===== src/rtl/display_pkg.sv =====
// Shared constants and anode helper for the four-digit multiplexed display.
package display_pkg;

  localparam int NUM_DIGITS = 4;
  localparam int DIGIT_W    = 4;
  localparam int IDX_W      = 2;

  localparam logic [NUM_DIGITS-1:0] AN_OFF   = 4'b1111;
  localparam logic [IDX_W-1:0]      LAST_IDX = 2'd3;

  // One-hot-low enable: only the anode of the selected digit is pulled low.
  function automatic logic [NUM_DIGITS-1:0] anode_pattern(input logic [IDX_W-1:0] idx);
    anode_pattern = AN_OFF & ~(NUM_DIGITS'(1) << idx);
  endfunction

endpackage


===== src/rtl/scan_tick_gen.sv =====
// Prescaler for the digit scan: counts 0..CLK_DIV-1 and flags the last count.
module scan_tick_gen #(
  parameter int CLK_DIV = 50000
) (
  input  logic clk,
  input  logic rst_n,
  output logic tick
);

  localparam int                CNT_W   = (CLK_DIV > 1) ? $clog2(CLK_DIV) : 1;
  localparam logic [CNT_W-1:0]  CNT_MAX = CNT_W'(CLK_DIV - 1);

  logic [CNT_W-1:0] cnt_q;
  logic [CNT_W-1:0] cnt_d;

  // NOTE: every variable driven here gets a default first, so no path can infer a latch.
  always_comb begin
    tick  = (cnt_q == CNT_MAX);
    cnt_d = cnt_q + CNT_W'(1);
    if (tick) begin
      cnt_d = '0;
    end
  end

  // NOTE: state registers use non-blocking assignment so all flops update together at the edge.
  always_ff @(posedge clk) begin
    if (!rst_n) begin
      cnt_q <= '0;
    end else begin
      cnt_q <= cnt_d;
    end
  end

endmodule


===== src/rtl/display_scan_mux.sv =====
// Four-digit BCD scan multiplexer with tear-free frame-boundary updates.
// Optional leading-zero blanking is enabled by defining DISPLAY_SCAN_LZB_EN.
module display_scan_mux
  import display_pkg::*;
#(
  parameter int CLK_DIV = 50000
) (
  input  logic        clk,
  input  logic        rst_n,
  input  logic [15:0] value,
  input  logic        load,
  output logic [3:0]  bcd,
  output logic [3:0]  an,
  output logic [1:0]  digit_idx,
  output logic        pending
);

  localparam int VAL_W = NUM_DIGITS * DIGIT_W;

  logic             tick;
  logic             frame_end;
  logic [IDX_W-1:0] idx_q, idx_d;
  logic [VAL_W-1:0] disp_q, disp_d;
  logic [VAL_W-1:0] pend_val_q, pend_val_d;
  logic             pend_q, pend_d;

  scan_tick_gen #(
    .CLK_DIV (CLK_DIV)
  ) u_tick (
    .clk   (clk),
    .rst_n (rst_n),
    .tick  (tick)
  );

  assign frame_end = tick && (idx_q == LAST_IDX);

  // The display register only moves on the frame boundary, so a frame never mixes two values.
  always_comb begin
    idx_d      = idx_q;
    disp_d     = disp_q;
    pend_val_d = pend_val_q;
    pend_d     = pend_q;
    if (tick) begin
      idx_d = idx_q + IDX_W'(1);
    end
    if (frame_end) begin
      if (load) begin
        disp_d = value;
      end else if (pend_q) begin
        disp_d = pend_val_q;
      end
      pend_d = 1'b0;
    end else if (load) begin
      pend_val_d = value;
      pend_d     = 1'b1;
    end
  end

  always_ff @(posedge clk) begin
    if (!rst_n) begin
      idx_q      <= '0;
      disp_q     <= '0;
      pend_val_q <= '0;
      pend_q     <= 1'b0;
    end else begin
      idx_q      <= idx_d;
      disp_q     <= disp_d;
      pend_val_q <= pend_val_d;
      pend_q     <= pend_d;
    end
  end

  // All three scan outputs decode from the same registers, giving zero skew between them.
  always_comb begin
    bcd = disp_q[idx_q*DIGIT_W +: DIGIT_W];
    an  = anode_pattern(idx_q);
`ifdef DISPLAY_SCAN_LZB_EN
    if ((idx_q != '0) && ((disp_q >> (idx_q * DIGIT_W)) == '0)) begin
      an = AN_OFF;
    end
`endif
  end

  assign digit_idx = idx_q;
  assign pending   = pend_q;

endmodule


===== config.mk =====
export PLATFORM = sky130hd
export DESIGN_NAME = display_scan_mux
export DESIGN_NICKNAME = d
export VERILOG_FILES = /design/src/rtl/display_pkg.sv /design/src/rtl/scan_tick_gen.sv /design/src/rtl/display_scan_mux.sv
export SDC_FILE = /design/constraint.sdc
export NUM_CORES = 1
export LEC_CHECK = 0
export BUFFER_PORTS_ARGS = -buffer_cell sky130_fd_sc_hd__clkbuf_2
export CORE_MARGIN = 2
export CORE_UTILIZATION = 35
export DETAILED_ROUTE_END_ITERATION = 7
export PLACE_DENSITY_LB_ADDON = 0.08
export SLEW_MARGIN = 20
export SYNTH_ARGS = -nofsm -noshare
export SYNTH_HDL_FRONTEND = slang
export SYNTH_HIERARCHICAL = 1
export SYNTH_SLANG_ARGS = --single-unit

===== constraint.sdc =====
create_clock -name clk -period 2.1 [get_ports clk]
set_clock_uncertainty 0.15 [all_clocks]
set_input_delay 0.21 -clock clk [delete_from_list [all_inputs] [get_ports clk]]
set_output_delay 0.21 -clock clk [all_outputs]
set_load 0.01 [all_outputs]

## Word-level counts from Yosys, hierarchy flattened

Index checks and enable logic that the tools add are counted.

- Memories: 0
- Word-level logic and storage cells: 22
- Output and inout port bits: 11
- Bits in registers: 51
- Latch bits: 0
- Memory bits (read-only): 0
- Bits in writable memories: 0

- $lt $le $gt $ge: 0
- Bitwise logic cells: 3
- Reductions and logical operators: 6
- $mul: 0
- Shift operators: 2
- Add/subtract/negate cells: 2
- Equality and inequality tests: 2
- Mux-type cells: 2
- Div/mod/pow operators: 0

Operators by type and width:

| kind | number |
|---|---|
| $mux 16 | 2 |
| $add 16x1->16 const B | 1 |
| $eq 16x16->1 const B | 1 |
| $shiftx 16x5->4 | 1 |
| $not 4->4 | 1 |
| $reduce_and 2->1 | 2 |
| $reduce_or 2->1 | 2 |
| $shl 1x2->4 const A | 1 |
| $add 2x1->2 const B | 1 |
| $eq 2x2->1 const B | 1 |
| $not 1->1 | 2 |
| $reduce_bool 2->1 | 1 |
| $logic_and 1x1->1 | 1 |

## Longest topological paths before layout

- Depth in word-level cells: 4
- Depth in mapped cells: 9

## By module

Netlist, hierarchy kept.

By module, submodules not included:

| module | area an instance (um2) | seq. area each (um2) | instances | cells each |
|---|---|---|---|---|
| display_scan_mux | 1642.8 | 700.7 | 1 | 167 |
| scan_tick_gen | 789.5 | 320.3 | 1 | 79 |

## Worst setup path after synthesis

No wires, ideal clock.

- Path kind: flip-flop to flip-flop
- Start: register u_tick.cnt_q[0]
- End: register disp_q[11]
- Setup slack: 0.119 ns
- Data required time: 1.834 ns
- Arrival: 1.715 ns
- Period minus slack after synthesis: 1.981 ns
- Library setup time: 0.116 ns
- Stages on the path, launching flop included: 10
- Cells stage by stage: dfxtp_1 -> ha_1 -> and3_1 -> nand4_2 -> inv_1 -> buf_2 -> o211a_1 -> buf_2 -> nand2_1 -> o211a_1

- Longest elaborated chain between the ends: 3

Ends and longest elaborated chain:

| item | RTL line | source |
|---|---|---|
| start: declaration | scan_tick_gen.sv:13 | `logic [CNT_W-1:0] cnt_q;` |
| start signal: assignment | scan_tick_gen.sv:30 | `cnt_q <= cnt_d;` |
| $eq 16x16->1 | scan_tick_gen.sv:18 | `tick = (cnt_q == CNT_MAX);` |
| via tick | display_scan_mux.sv:20 | `logic tick;` |
| $logic_and 1x1->1 | display_scan_mux.sv:35 | `assign frame_end = tick && (idx_q == LAST_IDX);` |
| $reduce_and 2->1 (no line) | - |  |
| end signal: assignment | display_scan_mux.sv:67 | `disp_q <= disp_d;` |
| end: declaration | display_scan_mux.sv:23 | `logic [VAL_W-1:0] disp_q, disp_d;` |

The timed path passes the listed nets, and every way through them passes these cells.
A chain may end at the register's enable or synchronous reset.

## Worst setup path after layout

- Start: register u_tick.cnt_q[0]
- End: register disp_q[15]

The elaborated chain is that of the path after synthesis.

==> flow_summary_export.csv <==
group,metric,value,unit
final_layout,fillCellCount,676,
floorplan,initial_core_util,36.00,%
clocking,clk_path_buf_depth,2,
global_route,overflow,0,
pwr,ir_drop,319.2,uV
place,placed_cells,355,
sta,fin_crit_sh,91.16,%
detailed_routing,totalWireLength,5157,um
critical_path,start_kind,"flop",
final_layout,diodes,0,
detailed_routing,final_antenna_net_count,0,
floorplan,die-area,7633,sq um
final_layout,most-common-layout-cells,"dfxtp_1 (51), nand2_1 (50), clkbuf_2 (29)",
clocking,numCtsBuffers,5,
critical_path,rr_startpoint,"u_tick/cnt_q[0]",
synthesis,syn_area,2432,sq um
critical_path,endpoint_kind,"flop",
sta,final-max-slew-violation-count,0,
critical_path,path_class,"flop to flop",
floorplan,core,6756,sq um
floorplan,ioPinCount,30,
global_route,grt_pass1_vias,1744,
synthesis,synth-seq-cells,51,
synthesis,synthesis.nets,270,
global_route,antenna_found_initial,0,
pwr,fin_total_pwr,0.001869,W
detailed_routing,wl_per_cell,13.64,um
sta,hold_viol_final,0,
sta,maxSlewHeadroom,64.17,%
place,io_buffers,29,
critical_path,arrival,1.97,ns
place,gp_congestion,0.7320,
clocking,clock_latency,0.31,ns
synthesis,yosys.area.top_type,"dfxtp_1",
clocking,h-tree-depth,2,
detailed_routing,vias,1802,
hold_path,worstHoldStart,"value[13]",
critical_path,crit_top_cell,"o211a_1",
detailed_routing,drt_iter0_drc,38,
place,pre_cts_slack,0.1569,ns
global_route,grt_max_degree,33,
detailed_routing,vias_per_cell,4.767,
sta,setup_violations,0,
final_layout,multi_input_area,1284,sq um
detailed_routing,drc,0,
synthesis,ys_top_cells_by_area,"dfxtp_1 (42%), nand2_1 (7.7%), mux2i_1 (7.0%)",
sta,worstMarginPinSlew,0.5375,ns
clocking,path_clk_slew,0.09,ns
sta,fin_setup_tns,0,ns
pwr,p_leak,1.431,nW
floorplan,die_w,87.37,um
sta,rsz0062_at_grt,"false",
clocking,clock_sinks,51,
synthesis,synthDistinctLibCells,35,
critical_path,cp_cell_sequence,"ha_1, and3_1, nand4_2, inv_2, o211a_1, buf_12, nand2_1, o211a_1",
place,dpl.hpwl,3675,um
flow_run,cap_violations,0,
final_layout,nets,321,
synthesis,synth_top_cell_area_share,41.98,%
sta,worst_slack,0.1857,ns
sta,fmax,522.4,MHz
critical_path,critical_path.slowest_cell,"dfxtp_1",
floorplan,rows,30,
clocking,cts_tree,"done",
clocking,ctsRootBufferMaster,"clkbuf_8",
critical_path,critPathMaxFanout,32,
critical_path,rrSetupSlack,0.19,ns
critical_path,cp-startpoint,"u_tick/cnt_q[0]",
final_layout,instances_no_fill,378,
synthesis,synth_seq_area_share,41.98,%
synthesis,syn_area_per_cell,9.888,sq um
final_layout,drive_above_1_share,24.16,%
synthesis,syn_inst,246,
final_layout,areaGrowthSynthToFinish,23.25,%
pwr,p_per_area,623.6,nW/um^2
outcome,status,"complete, no violations",
detailed_routing,first_pass_iters,4,
global_route,grtUsageTotal,14.69,%
critical_path,max_stage_delay,0.39,ns
clocking,cts_setup_buffers,0,
sta,fin_crit,1.914,ns
global_route,grt_pass1_wl,8431,um
hold_path,hp-class,"input port to flop",
synthesis,yosys_warnings,6,
final_layout,layout_commonest_cell,"dfxtp_1",
final_layout,regArea,1021,sq um
floorplan,die_h,87.37,um
critical_path,critical_path_required,2.16,ns
stage by stage:
stage          hold slack (ns)  instance area, sq um  utilization (%)
3_3_place_gp            0.2904                  2730            40.41
5_1_grt               0.001979                  2998            44.37
3_5_place_dp            0.2942                  2730            40.41
2_1_floorplan           0.1817                  2432                -
6_report              0.002008                  2998            44.37
4_1_cts              0.0003972                  2998            44.37
cells by family (layout without fill, tap and decap cells):
family | count (synthesis) | count (layout) | share of synthesized area (%)
compound gates | 37 | 37 | 13.53
xor+xnor | 15 | 15 | 5.401
fa+ha+maj | 5 | 5 | 2.572
buf+inv | 24 | 76 | 5.247
flops | 51 | 51 | 41.98
mux | 21 | 21 | 10.70
simple gates | 93 | 93 | 20.58
critical path: cells and delay by family (launching register included):
| kind | cells | cell delay [ns] |
|---|---|---|
| flops | 1 | 0.39 |
| fa+ha+maj | 1 | 0.17 |
| simple gates | 3 | 0.46 |
| compound gates | 2 | 0.33 |
| buf+inv | 2 | 0.31 |
sequential cells by signal, indices dropped and copies added (netlist names):
| name | flops |
|---|---|
| disp_q | 16 |
| pend_val_q | 16 |
| u_tick/cnt_q | 16 |
| digit_idx | 2 |
| pending | 1 |
cells in the mapped netlist, drive strengths merged:
cell type and count:
buf 11, nor4b 1, and4bb 2, inv 10, nor4 4, nand4 4, clkbuf 3, mux2i 17
a21bo 1, and2 2, ha 5, and3 2, nand3 6, nand2 51, dfxtp 51, o211a 17
a21oi 1, nor2 16, mux4 4, nor2b 1, a21boi 17, xor2 4, nor3 4, o21ai 1
xnor2 11
final cells by class:
cell class | instances | share of cell area, %
Tap cell | 80 | 3.339
Sequential cell | 51 | 34.06
Inverter | 10 | 1.252
Multi-Input combinational cell | 171 | 42.82
Clock buffer | 6 | 2.755
Clock inverter | 2 | 1.169
Timing Repair Buffer | 58 | 14.61
timing repair:
action / CTS / global route
hold buffers: 15 / 0
endpoints found under the hold margin: 15 / 0
gates resized for setup: 0 / 1
setup endpoints to repair: 0 / 16
per-layer routing:
| metal | up-vias | part of all wire (%) | track usage (%) |
|---|---|---|---|
| met2 | 17 | 52 | 26.38 |
| met3 | 7 | 3.2 | 4.171 |
| met1 | 838 | 44 | 16.85 |
| li1 | 940 | - | - |
| met5 | - | 0 | 0 |
| met4 | 0 | 1.2 | 4.196 |
worst paths after layout:
path,endpoint,depth (start not counted)
hold reg to reg,pend_val_q[3],2
setup reg to reg,disp_q[15],8
setup / recovery,disp_q[15],8
hold / removal,pend_val_q[13],3
where the power goes:
part / switching (W) / leakage (nW) / internal [W]
clock: 0.000326 / 0.0612 / 0.000386
combinational: 0.0000762 / 0.955 / 0.0000791
sequential: 0.0000130 / 0.415 / 0.000989
No activity file was read; power rests on OpenSTA's default activity.
